File: config.mk
export PLATFORM = sky130hd
export DESIGN_NAME = stream_mux2
export DESIGN_NICKNAME = d
export VERILOG_FILES = /design/src/rtl/stream_mux2.sv
export SDC_FILE = /design/constraint.sdc
export NUM_CORES = 1
export LEC_CHECK = 0
export BUFFER_PORTS_ARGS = -buffer_cell sky130_fd_sc_hd__buf_2
export CORE_ASPECT_RATIO = 1.1
export CORE_MARGIN = 3
export CORE_UTILIZATION = 50
export CTS_BUF_LIST = sky130_fd_sc_hd__clkbuf_4 sky130_fd_sc_hd__clkbuf_8
export DETAILED_ROUTE_END_ITERATION = 12
export PLACE_DENSITY_LB_ADDON = 0.05
export SYNTH_ARGS = -nofsm -noshare
export SYNTH_HDL_FRONTEND = slang
export SYNTH_SLANG_ARGS = --single-unit
export TNS_END_PERCENT = 30
File: constraint.sdc
create_clock -name clk -period 1.8 [get_ports clk]
set_input_delay 0.18 -clock clk [delete_from_list [all_inputs] [get_ports clk]]
set_output_delay 0.18 -clock clk [all_outputs]
set_load 0.005 [all_outputs]
File: src/rtl/stream_mux2.sv
// stream_mux2: two-input packet-aware stream merger.
// Channels B and C are arbitrated round-robin at packet boundaries. Once a
// channel wins the first beat of a multi-beat packet, it keeps the output
// until its last beat is accepted. Merged beats land in a single output
// register that can drain and reload in the same cycle.
//
// Handshake rule (all three streams): a beat moves on a rising clk edge when
// valid and ready are both high. valid never depends on ready. inB_ready and
// inC_ready are combinational from state, pointer, both valids and the output
// register's ability to load, and are never high together.
module stream_mux2 #(
  parameter int WIDTH = 2,
  parameter int CNTW  = 8
) (
  input  logic             clk,
  input  logic             rst_n,
  input  logic [WIDTH-1:0] inB,
  input  logic             inB_valid,
  input  logic             inB_last,
  output logic             inB_ready,
  input  logic [WIDTH-1:0] inC,
  input  logic             inC_valid,
  input  logic             inC_last,
  output logic             inC_ready,
  output logic [WIDTH-1:0] outA,
  output logic             outA_valid,
  output logic             outA_last,
  output logic             outA_sel,
  input  logic             outA_ready,
  output logic [CNTW-1:0]  cntB,
  output logic [CNTW-1:0]  cntC,
  output logic [1:0]       dbg_state,
  output logic             dbg_ptr
);

  typedef enum logic [1:0] {
    IDLE   = 2'd0,
    LOCK_B = 2'd1,
    LOCK_C = 2'd2
  } state_t;

  state_t state_q, state_d;
  logic   ptr_q, ptr_d;
  logic   can_load;
  logic   xfer_b, xfer_c;

  // The output register can take a beat when empty or being drained now.
  assign can_load = !outA_valid || outA_ready;

  assign dbg_state = state_q;
  assign dbg_ptr   = ptr_q;

  // State and round-robin pointer register.
  always_ff @(posedge clk or negedge rst_n) begin
    if (!rst_n) begin
      state_q <= IDLE;
      ptr_q   <= 1'b0;
    end else begin
      state_q <= state_d;
      ptr_q   <= ptr_d;
    end
  end

  // Grant logic, transfer detection and next state / pointer.
  always_comb begin
    state_d   = state_q;
    ptr_d     = ptr_q;
    inB_ready = 1'b0;
    inC_ready = 1'b0;
    xfer_b    = 1'b0;
    xfer_c    = 1'b0;
    if (rst_n) begin
      case (state_q)
        IDLE: begin
          // Preferred channel wins a tie; a lone requester always wins.
          inB_ready = can_load && inB_valid && (!ptr_q || !inC_valid);
          inC_ready = can_load && inC_valid && (ptr_q || !inB_valid);
        end
        LOCK_B: inB_ready = can_load;
        LOCK_C: inC_ready = can_load;
        default: begin
          inB_ready = 1'b0;
          inC_ready = 1'b0;
        end
      endcase
    end
    xfer_b = inB_valid && inB_ready;
    xfer_c = inC_valid && inC_ready;
    if (xfer_b) begin
      if (inB_last) begin
        state_d = IDLE;
        ptr_d   = 1'b1;
      end else begin
        state_d = LOCK_B;
      end
    end else if (xfer_c) begin
      if (inC_last) begin
        state_d = IDLE;
        ptr_d   = 1'b0;
      end else begin
        state_d = LOCK_C;
      end
    end
  end

  // One-entry output register: load on a transfer, else drain when accepted.
  always_ff @(posedge clk or negedge rst_n) begin
    if (!rst_n) begin
      outA       <= '0;
      outA_valid <= 1'b0;
      outA_last  <= 1'b0;
      outA_sel   <= 1'b0;
    end else if (xfer_b) begin
      outA       <= inB;
      outA_valid <= 1'b1;
      outA_last  <= inB_last;
      outA_sel   <= 1'b0;
    end else if (xfer_c) begin
      outA       <= inC;
      outA_valid <= 1'b1;
      outA_last  <= inC_last;
      outA_sel   <= 1'b1;
    end else if (outA_ready) begin
      outA_valid <= 1'b0;
    end
  end

  // Per-channel accepted-beat counters, wrapping naturally.
  always_ff @(posedge clk or negedge rst_n) begin
    if (!rst_n) begin
      cntB <= '0;
      cntC <= '0;
    end else begin
      if (xfer_b) cntB <= cntB + CNTW'(1);
      if (xfer_c) cntC <= cntC + CNTW'(1);
    end
  end

endmodule

==> impl_metrics.csv, run 1 <==
group,metric,value,unit
sta,drv_slew,0,
setup_path,end_kind,"flip-flop",
cts,clk_latency,310,ps
power_and_ir_drop,p_leak,0.803,nW
global_routing,grt_pass1_vias,860,
logic_synthesis,synth_ff_type,"dfrtp_1",
cts,cts_inserted_buffers,3,
floorplanning,dieArea,3110,um^2
setup_path,slowest_stage,"dlygate4sd3_1",
logic_synthesis,async_flop_share,100,%
placement,portBuffers,36,
global_routing,antenna_found_initial,0,
sta,slew_headroom,79.9,%
sta,post-route-min-period,1560,ps
floorplanning,die_h,58.2,um
final_layout,area_growth,20.4,%
drt,vias_per_cell,5.33,
placement,gp_congestion,0.803,
logic_synthesis,syn_inst,94,
final_layout,drive_gt1_share,44.8,%
final_layout,nets,148,
floorplanning,core-area,2300,um^2
cts,cts-root-buf,"clkbuf_4",
hold_path,hold_path.class,"primary input to flip-flop",
setup_path,path_max_fanout,13,
sta,rsz0062_at_grt,"false",
cts,clk_pin_slew_worst_paths,130,ps
floorplanning,ios,37,
sta,max_freq,640,MHz
drt,wl_per_cell,13.6,um
global_routing,grt_max_degree,24,
logic_synthesis,yosys_warnings,0,
logic_synthesis,seq_area_frac_synth,48.6,%
sta,finClkSkew,2.75,ps
setup_path,critPathMaxStageDelay,520,ps
outcome,outcome,"completed",
hold_path,hp-start,"inB_last",
drt,num_vias,874,
cts,clock_sink_count,24,
power_and_ir_drop,powerDensity,1350,nW/um^2
setup_path,cp.required,2050,ps
global_routing,grt_overflow,0,
placement,place_ws,350,ps
sta,setup_viol,0,
cts,post_cts_buffers,0,
floorplanning,die_w,53.4,um
sta,fin_crit_sh,86.8,%
final_layout,multiInputGateArea,601,um^2
power_and_ir_drop,ir_drop,0.000894,V
logic_synthesis,syn_area_per_cell,13.2,um^2
final_layout,mostFrequentLayoutCell,"buf_2",
floorplanning,start_util,53.8,%
setup_path,path_cells,"dlygate4sd3_1 > buf_2 > nor2b_1 > and4_4 > and4_1 > xor2_1",
cts,clockBufferDepth,2,
logic_synthesis,ys_ff_latch,24,
sta,fin_ws,238,ps
cts,h-tree-depth,1,
floorplanning,rows,18,
final_layout,finalNonFillerCells,164,
cts,post_cts_resize_count,0,
drt,dr.pass1.iters,2,
setup_path,rr_startpoint,"dbg_state[1]$_DFFE_PN0P_",
drt,antenna_left,0,
sta,hold_viol,0,
cts,cts_tree,"done",
sta,fin_setup_tns,0,ps
sta,worst_slew_pin_slew,301,ps
job,cap_violations,0,
setup_path,cp.buffers_inverters,2,
logic_synthesis,syn-cell-area,1240,um^2
final_layout,fill_cells,203,
setup_path,critical_path_class,"primary input to flip-flop",
logic_synthesis,ys_types,31,
final_layout,final_core_util,64.8,%
setup_path,start_kind,"primary input",
placement,dp_hpwl,1680,um
global_routing,grt_pass1_wl,3770,um
final_layout,antenna_cells,0,
placement,place_inst,159,
final_layout,final_cell_mix,"36 x buf_2, 24 x dfrtp_1, 8 x nand2_1, 6 x xnor2_1",
drt,wl,2230,um
logic_synthesis,synth_nets,107,
drt,first_iter_violations,10,
logic_synthesis,synth_edf_count,0,
setup_path,critPathLaunch,"rst_n",
drt,drc,0,
cts,postCtsHoldBufs,1,
setup_path,critPathArrivalTime,1810,ps
setup_path,path_delay_family,"simple AND/OR/NAND/NOR gates",
global_routing,groute.usage.overall,16.5,%
final_layout,regArea,601,um^2
[path summary, 6_finish.rpt]
| check | end | slack [ps] | depth (start not counted) |
|---|---|---|---|
| max | cntB[7]$_DFFE_PN0P_ | 240 | 6 |
| min reg2reg | cntB[7]$_DFFE_PN0P_ | 480 | 1 |
| max reg2reg | cntB[7]$_DFFE_PN0P_ | 320 | 4 |
| max in group asynchronous | dbg_ptr$_DFFE_PN0P_ | 1110 | 3 |
| min in group asynchronous | dbg_state[1]$_DFFE_PN0P_ | 190 | 2 |
| min | dbg_state[0]$_DFFE_PN0P_ | 70 | 2 |
[metal layers]
metal | up-vias | routed length (um) | global-route usage (%)
met1 | 435 | 1030 | 21.5
met5 | - | 0 | 0
met4 | 0 | 19 | 8.03
li1 | 416 | - | -
met2 | 21 | 1070 | 26.4
met3 | 2 | 106 | 2.31
[sequential cells by signal, summed over array words and instances, names as in the netlist]
name,cells
cntB,8
cntC,8
dbg_ptr,1
dbg_state,2
outA,2
outA_last,1
outA_sel,1
outA_valid,1
[through the flow]
| step | instance area, um^2 | hold slack (ps) | total power, mW |
|---|---|---|---|
| 6_report | 1490 | 67.0 | 2.01 |
| 5_1_grt | 1490 | 58.7 | 2.16 |
| 4_1_cts | 1490 | 53.3 | 2.04 |
| 3_5_place_dp | 1430 | 1.63 | 1.65 |
| 3_3_place_gp | 1430 | 0.984 | 1.62 |
| 2_1_floorplan | 1240 | -116 | 1.37 |
[cell families after synthesis]
kind of cell               share of synthesized area (%)
buffers and inverters                               2.83
DFF                                                 48.6
AOI/OAI and AO/OA                                   7.49
and+or+nand+nor                                     25.2
xor gates and xnor gates                            13.0
muxes                                              0.911
adders and majority gates                           2.02
[cell usage after synthesis (2+ instances only)]
cell,count,area [um^2]
dfrtp_1,24,601
nand2_1,8,30.0
xnor2_1,6,52.6
nand4_4,5,106
nor2_1,5,18.8
xnor2_2,5,81.3
a21oi_1,3,15.0
a22o_1,3,26.3
and3_1,3,18.8
nand2b_1,3,18.8
nand3_2,3,30.0
xor2_1,3,26.3
a21o_1,2,15.0
and2_1,2,12.5
ha_1,2,25.0
nor3_1,2,10.0
[area by class of cell]
cell class | count | area share, %
Clock buffer | 3 | 1.51
Clock inverter | 1 | 2.02
Multi-Input combinational cell | 68 | 40.3
Sequential cell | 24 | 40.3
Tap cell | 30 | 2.52
Timing Repair Buffer | 38 | 13.3
[where the power goes]
part / leakage [nW] / total (mW) / internal, mW / switching [mW]
Sequential: 0.306 / 0.954 / 0.718 / 0.236
Clock: 0.0279 / 0.385 / 0.225 / 0.160
Combinational: 0.469 / 0.671 / 0.348 / 0.323
No activity file was read; power rests on OpenSTA's default activity.
==> run 2: changes to the inputs <==
- CTS_BUF_LIST: sky130_fd_sc_hd__clkbuf_4 sky130_fd_sc_hd__clkbuf_8 -> sky130_fd_sc_hd__clkbuf_4
- REMOVE_ABC_BUFFERS: unset -> 1
==> run 2 against run 1 <==
Effect of this change: design area is 1.8% lower; routed wire length up 0.36%; sequential cell count did not move; non-clock buffer count unchanged; critical endpoint unchanged; global-route usage fell by 0.47 points.
==> impl_metrics.csv, run 2 (synthesized netlist as in run 1, its figures left out) <==
group,metric,value,unit
sta,setup_viol,0,
sta,fin_ws,192,ps
floorplanning,dieArea,3110,um^2
job,cap_violations,0,
global_routing,grt_overflow,0,
sta,worst_slew_pin_slew,267,ps
drt,wl,2240,um
final_layout,final_cell_mix,"36 x buf_2, 24 x dfrtp_1, 8 x nand2_1, 6 x xnor2_1",
floorplanning,die_h,58.2,um
final_layout,area_growth,18.3,%
setup_path,critPathArrivalTime,1850,ps
sta,drv_slew,0,
setup_path,end_kind,"flip-flop",
setup_path,reg2reg_setup_slack,320,ps
outcome,outcome,"completed",
hold_path,hold_path.class,"primary input to flip-flop",
cts,h-tree-depth,1,
sta,post-route-min-period,1610,ps
setup_path,reg2reg_to,"outA[0]$_DFFE_PN0P_",
setup_path,cp.required,2040,ps
final_layout,regArea,601,um^2
drt,dr.pass1.iters,4,
cts,cts_inserted_buffers,3,
cts,cts-root-buf,"clkbuf_4",
sta,hold_viol,0,
floorplanning,die_w,53.4,um
global_routing,grt_max_degree,22,
drt,first_iter_violations,5,
cts,cts_tree,"done",
cts,clock_sink_count,24,
sta,fin_crit_sh,89.3,%
power_and_ir_drop,ir_drop,0.000763,V
placement,dp_hpwl,1720,um
sta,max_freq,622,MHz
floorplanning,start_util,53.8,%
global_routing,groute.usage.overall,16.0,%
setup_path,r2r_cells,4,
sta,finClkSkew,2.47,ps
placement,portBuffers,36,
final_layout,multiInputGateArea,601,um^2
cts,post_cts_resize_count,0,
placement,gp_congestion,0.868,
final_layout,reg_top3,"cntB x8, cntC x8",
setup_path,critPathLaunch,"rst_n",
global_routing,antenna_found_initial,0,
sta,rsz0062_at_grt,"false",
floorplanning,core-area,2300,um^2
final_layout,mostFrequentLayoutCell,"buf_2",
global_routing,grt_pass1_vias,866,
drt,num_vias,845,
drt,wl_per_cell,13.7,um
setup_path,start_kind,"primary input",
power_and_ir_drop,powerDensity,1270,nW/um^2
setup_path,endpoint,"cntB[7]$_DFFE_PN0P_",
global_routing,grt_pass1_wl,3640,um
sta,fin_setup_tns,0,ps
drt,vias_per_cell,5.15,
final_layout,drive_gt1_share,44.0,%
cts,clk_latency,300,ps
drt,drc,0,
cts,clk_pin_slew_worst_paths,120,ps
final_layout,antenna_cells,0,
final_layout,nets,148,
setup_path,critical_path_class,"primary input to flip-flop",
cts,clockBufferDepth,2,
final_layout,fill_cells,211,
floorplanning,rows,18,
drt,antenna_left,0,
power_and_ir_drop,p_leak,0.790,nW
setup_path,path_max_fanout,13,
floorplanning,ios,37,
sta,slew_headroom,82.2,%
setup_path,rr_startpoint,"dbg_ptr$_DFFE_PN0P_",
placement,place_ws,337,ps
==> run 2: cell count changes in the layout (fill, tap and decap cells not counted) <==
cell / before / now
bufinv_16: 1 / 0
clkinv_1: 0 / 1
==> run 2: timing repair <==
item	in CTS	in global routing
setup buffers	0	0
endpoints found under the hold margin	24	0
hold buffers	1	0
==> run 2: per-layer routing <==
metal  wire length [um]  GRT usage, %  share of wire, %  up-vias
met4                 12          6.57              0.54        0
met5                  0             0                 0        -
met3                113          2.31               5.0        2
met2               1120          27.8                50       24
li1                   -             -                 -      416
met1                991          19.3                44      403
==> run 2: cell type report <==
| cell class | count | area share, % |
|---|---|---|
| clock buffers | 3 | 1.54 |
| clock inverters | 1 | 0.257 |
| multi-input cells | 68 | 41.1 |
| flip-flops and latches | 24 | 41.1 |
| well taps | 30 | 2.57 |
| repair buffers | 38 | 13.5 |
==> run 2: per-stage QoR <==
step	cell area, um^2	utilization [%]	hold slack [ps]	cells	power (mW)
3_3_place_gp	1430	62.1	21.5	159	1.63
6_report	1460	63.7	73.5	164	1.86
2_1_floorplan	1200	-	-116	92	1.34
4_1_cts	1460	63.7	50.3	164	1.89
5_1_grt	1460	63.7	61.1	164	2.00
3_5_place_dp	1430	62.1	22.9	159	1.65
==> run 2: where the power goes <==
group          switching, mW  internal (mW)  leakage (nW)  total, mW
clock                  0.150         0.0808        0.0154      0.230
combinational          0.322          0.348         0.469      0.670
sequential             0.238          0.718         0.306      0.956
total                  0.710           1.15         0.790       1.86
==> run 2: how the worst min path moves through the flow <==
stage | cells past startpoint | start | to | slack (ps)
2_1_floorplan | 0 | rst_n | cntB[0]$_DFFE_PN0P_ | -120
3_3_place_gp | 1 | rst_n | dbg_state[0]$_DFFE_PN0P_ | 20
3_5_place_dp | 1 | rst_n | dbg_state[0]$_DFFE_PN0P_ | 20
4_1_cts | 2 | inB_last | dbg_state[0]$_DFFE_PN0P_ | 50
5_1_grt | 2 | inB_last | dbg_state[0]$_DFFE_PN0P_ | 60
6_report | 2 | inB_last | dbg_state[0]$_DFFE_PN0P_ | 70
==> run 2: critical path, cell delays in order <==
cell and delay, ps:
dlygate4sd3_1 520, buf_2 200, nor2b_1 190, and4_4 380, and4_1 240, xor2_1 130
==> run 3: changes to the inputs <==
- ABC_AREA: unset -> 1
- CORE_MARGIN: 3 -> 8
==> run 3 against run 2 <==
Effect of this change: hold slack worse by 7.2 ps; sequential share of layout area grew 0.18 points; worst setup slack better by 130 ps; register-to-register slack better by 90 ps; clock power barely moved; sequential power down 44%; design area shrank 0.43%; global-route usage down 3.5 points; critical path depth increased by 2; sequential cell count is the same; final cell count grew 29%; first-iteration DRC count rose to 8.4 times the previous value; largest power group unchanged; highest routed layer unchanged.
==> impl_metrics.csv, run 3 <==
group,metric,value,unit
cts,cts_inserted_buffers,3,
cts,h-tree-depth,1,
sta,rsz0062_at_grt,"false",
logic_synthesis,syn_area_per_cell,8.62,um^2
final_layout,reg_top3,"cntB x8, cntC x8",
setup_path,critPathArrivalTime,1670,ps
sta,fin_setup_tns,0,ps
logic_synthesis,synth_common_cells,"45 x nand2_1, 24 x dfrtp_1, 18 x inv_1",
final_layout,area_growth,20.7,%
final_layout,fill_cells,203,
power_and_ir_drop,switchingPower,0.167,mW
sta,setup_viol,0,
sta,fin_ws,322,ps
sta,worst_slew_pin_slew,323,ps
sta,finClkSkew,11.1,ps
logic_synthesis,synth_edf_count,0,
global_routing,grt_pass1_wl,4390,um
floorplanning,dieArea,4240,um^2
logic_synthesis,syn_inst,140,
cts,cts_tree,"done",
power_and_ir_drop,sw_frac_of_total,20.9,%
sta,hold_viol,0,
cts,clockBufferDepth,2,
power_and_ir_drop,internal_power,0.632,mW
logic_synthesis,seq_area_frac_synth,49.8,%
final_layout,mostFrequentLayoutCell,"nand2_1",
hold_path,hold_path.class,"primary input to flip-flop",
drt,dr.pass1.iters,4,
power_and_ir_drop,p_seq_share,67.5,%
power_and_ir_drop,clkPwrFrac,28.5,%
floorplanning,core-area,2270,um^2
floorplanning,die_h,67.5,um
logic_synthesis,yosys.area.top_type,"dfrtp_1",
logic_synthesis,syn-cell-area,1210,um^2
global_routing,grt_max_degree,24,
hold_path,holdPathStages,2,
drt,antenna_left,0,
placement,placed_cell_area,1420,um^2
setup_path,start_kind,"primary input",
setup_path,r2r_cells,7,
final_layout,nets,195,
power_and_ir_drop,p_comb_share,4.0,%
drt,num_vias,1000,
job,cap_violations,0,
setup_path,cp.required,1990,ps
power_and_ir_drop,powerDensity,549,nW/um^2
final_layout,final_core_util,64.0,%
floorplanning,start_util,53.0,%
cts,cts-root-buf,"clkbuf_4",
cts,post_cts_resize_count,0,
global_routing,groute.usage.overall,12.5,%
power_and_ir_drop,ir_drop,0.000420,V
drt,first_iter_violations,42,
setup_path,path_max_fanout,11,
final_layout,antenna_cells,0,
cts,clk_pin_slew_worst_paths,120,ps
sta,fin_crit_sh,82.1,%
sta,drv_slew,0,
placement,portBuffers,36,
cts,postCtsHoldBufs,1,
placement,gp_congestion,0.842,
cts,clk_latency,300,ps
setup_path,reg2reg_setup_slack,410,ps
logic_synthesis,ys_ff_latch,24,
logic_synthesis,synth_ff_type,"dfrtp_1",
logic_synthesis,synth.area.top_cells,"dfrtp_1 50%, nand2_1 14%, xor2_1 6.5%, inv_1 5.6%, nand4_1 2.6%",
drt,wl,2450,um
drt,drc,0,
sta,post-route-min-period,1480,ps
placement,place_ws,420,ps
placement,dp_hpwl,2000,um
logic_synthesis,yosys_warnings,0,
logic_synthesis,yosysMostFrequentCell,"nand2_1",
final_layout,drive_gt1_share,28.7,%
global_routing,grt_pass1_vias,1027,
floorplanning,rows,18,
drt,vias_per_cell,4.74,
setup_path,end_kind,"flip-flop",
power_and_ir_drop,p_leak,0.856,nW
logic_synthesis,synth_top_area_share,49.8,%
cts,clock_sink_count,24,
outcome,outcome,"completed",
floorplanning,die_w,62.8,um
setup_path,critical_path_class,"primary input to flip-flop",
global_routing,grt_overflow,0,
final_layout,final_cell_mix,"45 x nand2_1, 36 x buf_2, 24 x dfrtp_1, 18 x inv_1, 9 x xor2_1",
drt,wl_per_cell,11.6,um
sta,slew_headroom,78.3,%
global_routing,antenna_found_initial,0,
logic_synthesis,ys_types,21,
sta,max_freq,676,MHz
logic_synthesis,async_flop_share,100,%
final_layout,final_area,1460,um^2
floorplanning,ios,37,
cts,post_cts_buffers,0,
-- run 3: area by class of cell --
class | instances | area (um^2) | share of cell area (%)
Clock buffer | 3 | 22.5 | 1.55
Clock inverter | 1 | 3.75 | 0.258
Inverter | 23 | 86.3 | 5.93
Multi-Input combinational cell | 92 | 508 | 34.9
Sequential cell | 24 | 601 | 41.2
Tap cell | 30 | 37.5 | 2.58
Timing Repair Buffer | 38 | 198 | 13.6
-- run 3: kinds of logic after synthesis --
family | after synthesis | share of synthesized area (%)
AOI/OAI and AO/OA | 6 | 2.59
xor gates and xnor gates | 13 | 10.1
adders and majority gates | 2 | 2.07
buffers and inverters | 24 | 8.09
DFF | 24 | 49.8
and+or+nand+nor | 71 | 27.4
-- run 3: layer usage --
layer / global-route usage, % / routed length (um)
met5: 0 / 0
met3: 3.97 / 117
met2: 23.3 / 1260
met1: 13.6 / 1060
met4: 3.42 / 10
-- run 3: stage by stage --
step           hold slack (ps)  power [mW]  cells
2_1_floorplan             -116       0.553    139
3_3_place_gp             -20.8       0.581    206
3_5_place_dp             -18.1       0.581    206
4_1_cts                   51.5       0.812    211
5_1_grt                   66.8       0.837    211
6_report                  66.3       0.799    211
-- run 3: worst paths after layout --
kind                                               start                       end
worst min register to register       cntB[7]$_DFFE_PN0P_       cntB[7]$_DFFE_PN0P_
max in group asynchronous                          rst_n    outA_valid$_DFFE_PN0P_
worst min-delay path                          outA_ready    outA_valid$_DFFE_PN0P_
worst max register to register  dbg_state[1]$_DFFE_PN0P_       cntB[2]$_DFFE_PN0P_
min in group asynchronous                          rst_n  dbg_state[0]$_DFFE_PN0P_
worst max-delay path                               rst_n       cntB[2]$_DFFE_PN0P_
-- run 3: worst max-delay path, cell delays in order --
cell and delay [ps]:
dlygate4sd3_1 520, buf_2 140, nand2_1 70, nor2_2 160, nand3_2 180, inv_2 200, nand2_2 80, xor2_2 140
-- run 3: power by group through the flow --
| stage | Sequential [mW] | Clock, mW | Combinational (mW) |
|---|---|---|---|
| 2_1_floorplan | 0.550 | 0 | 0.00387 |
| 3_3_place_gp | 0.549 | 0 | 0.0316 |
| 3_5_place_dp | 0.549 | 0 | 0.0316 |
| 4_1_cts | 0.539 | 0.240 | 0.0332 |
| 5_1_grt | 0.539 | 0.260 | 0.0373 |
| 6_report | 0.539 | 0.228 | 0.0321 |
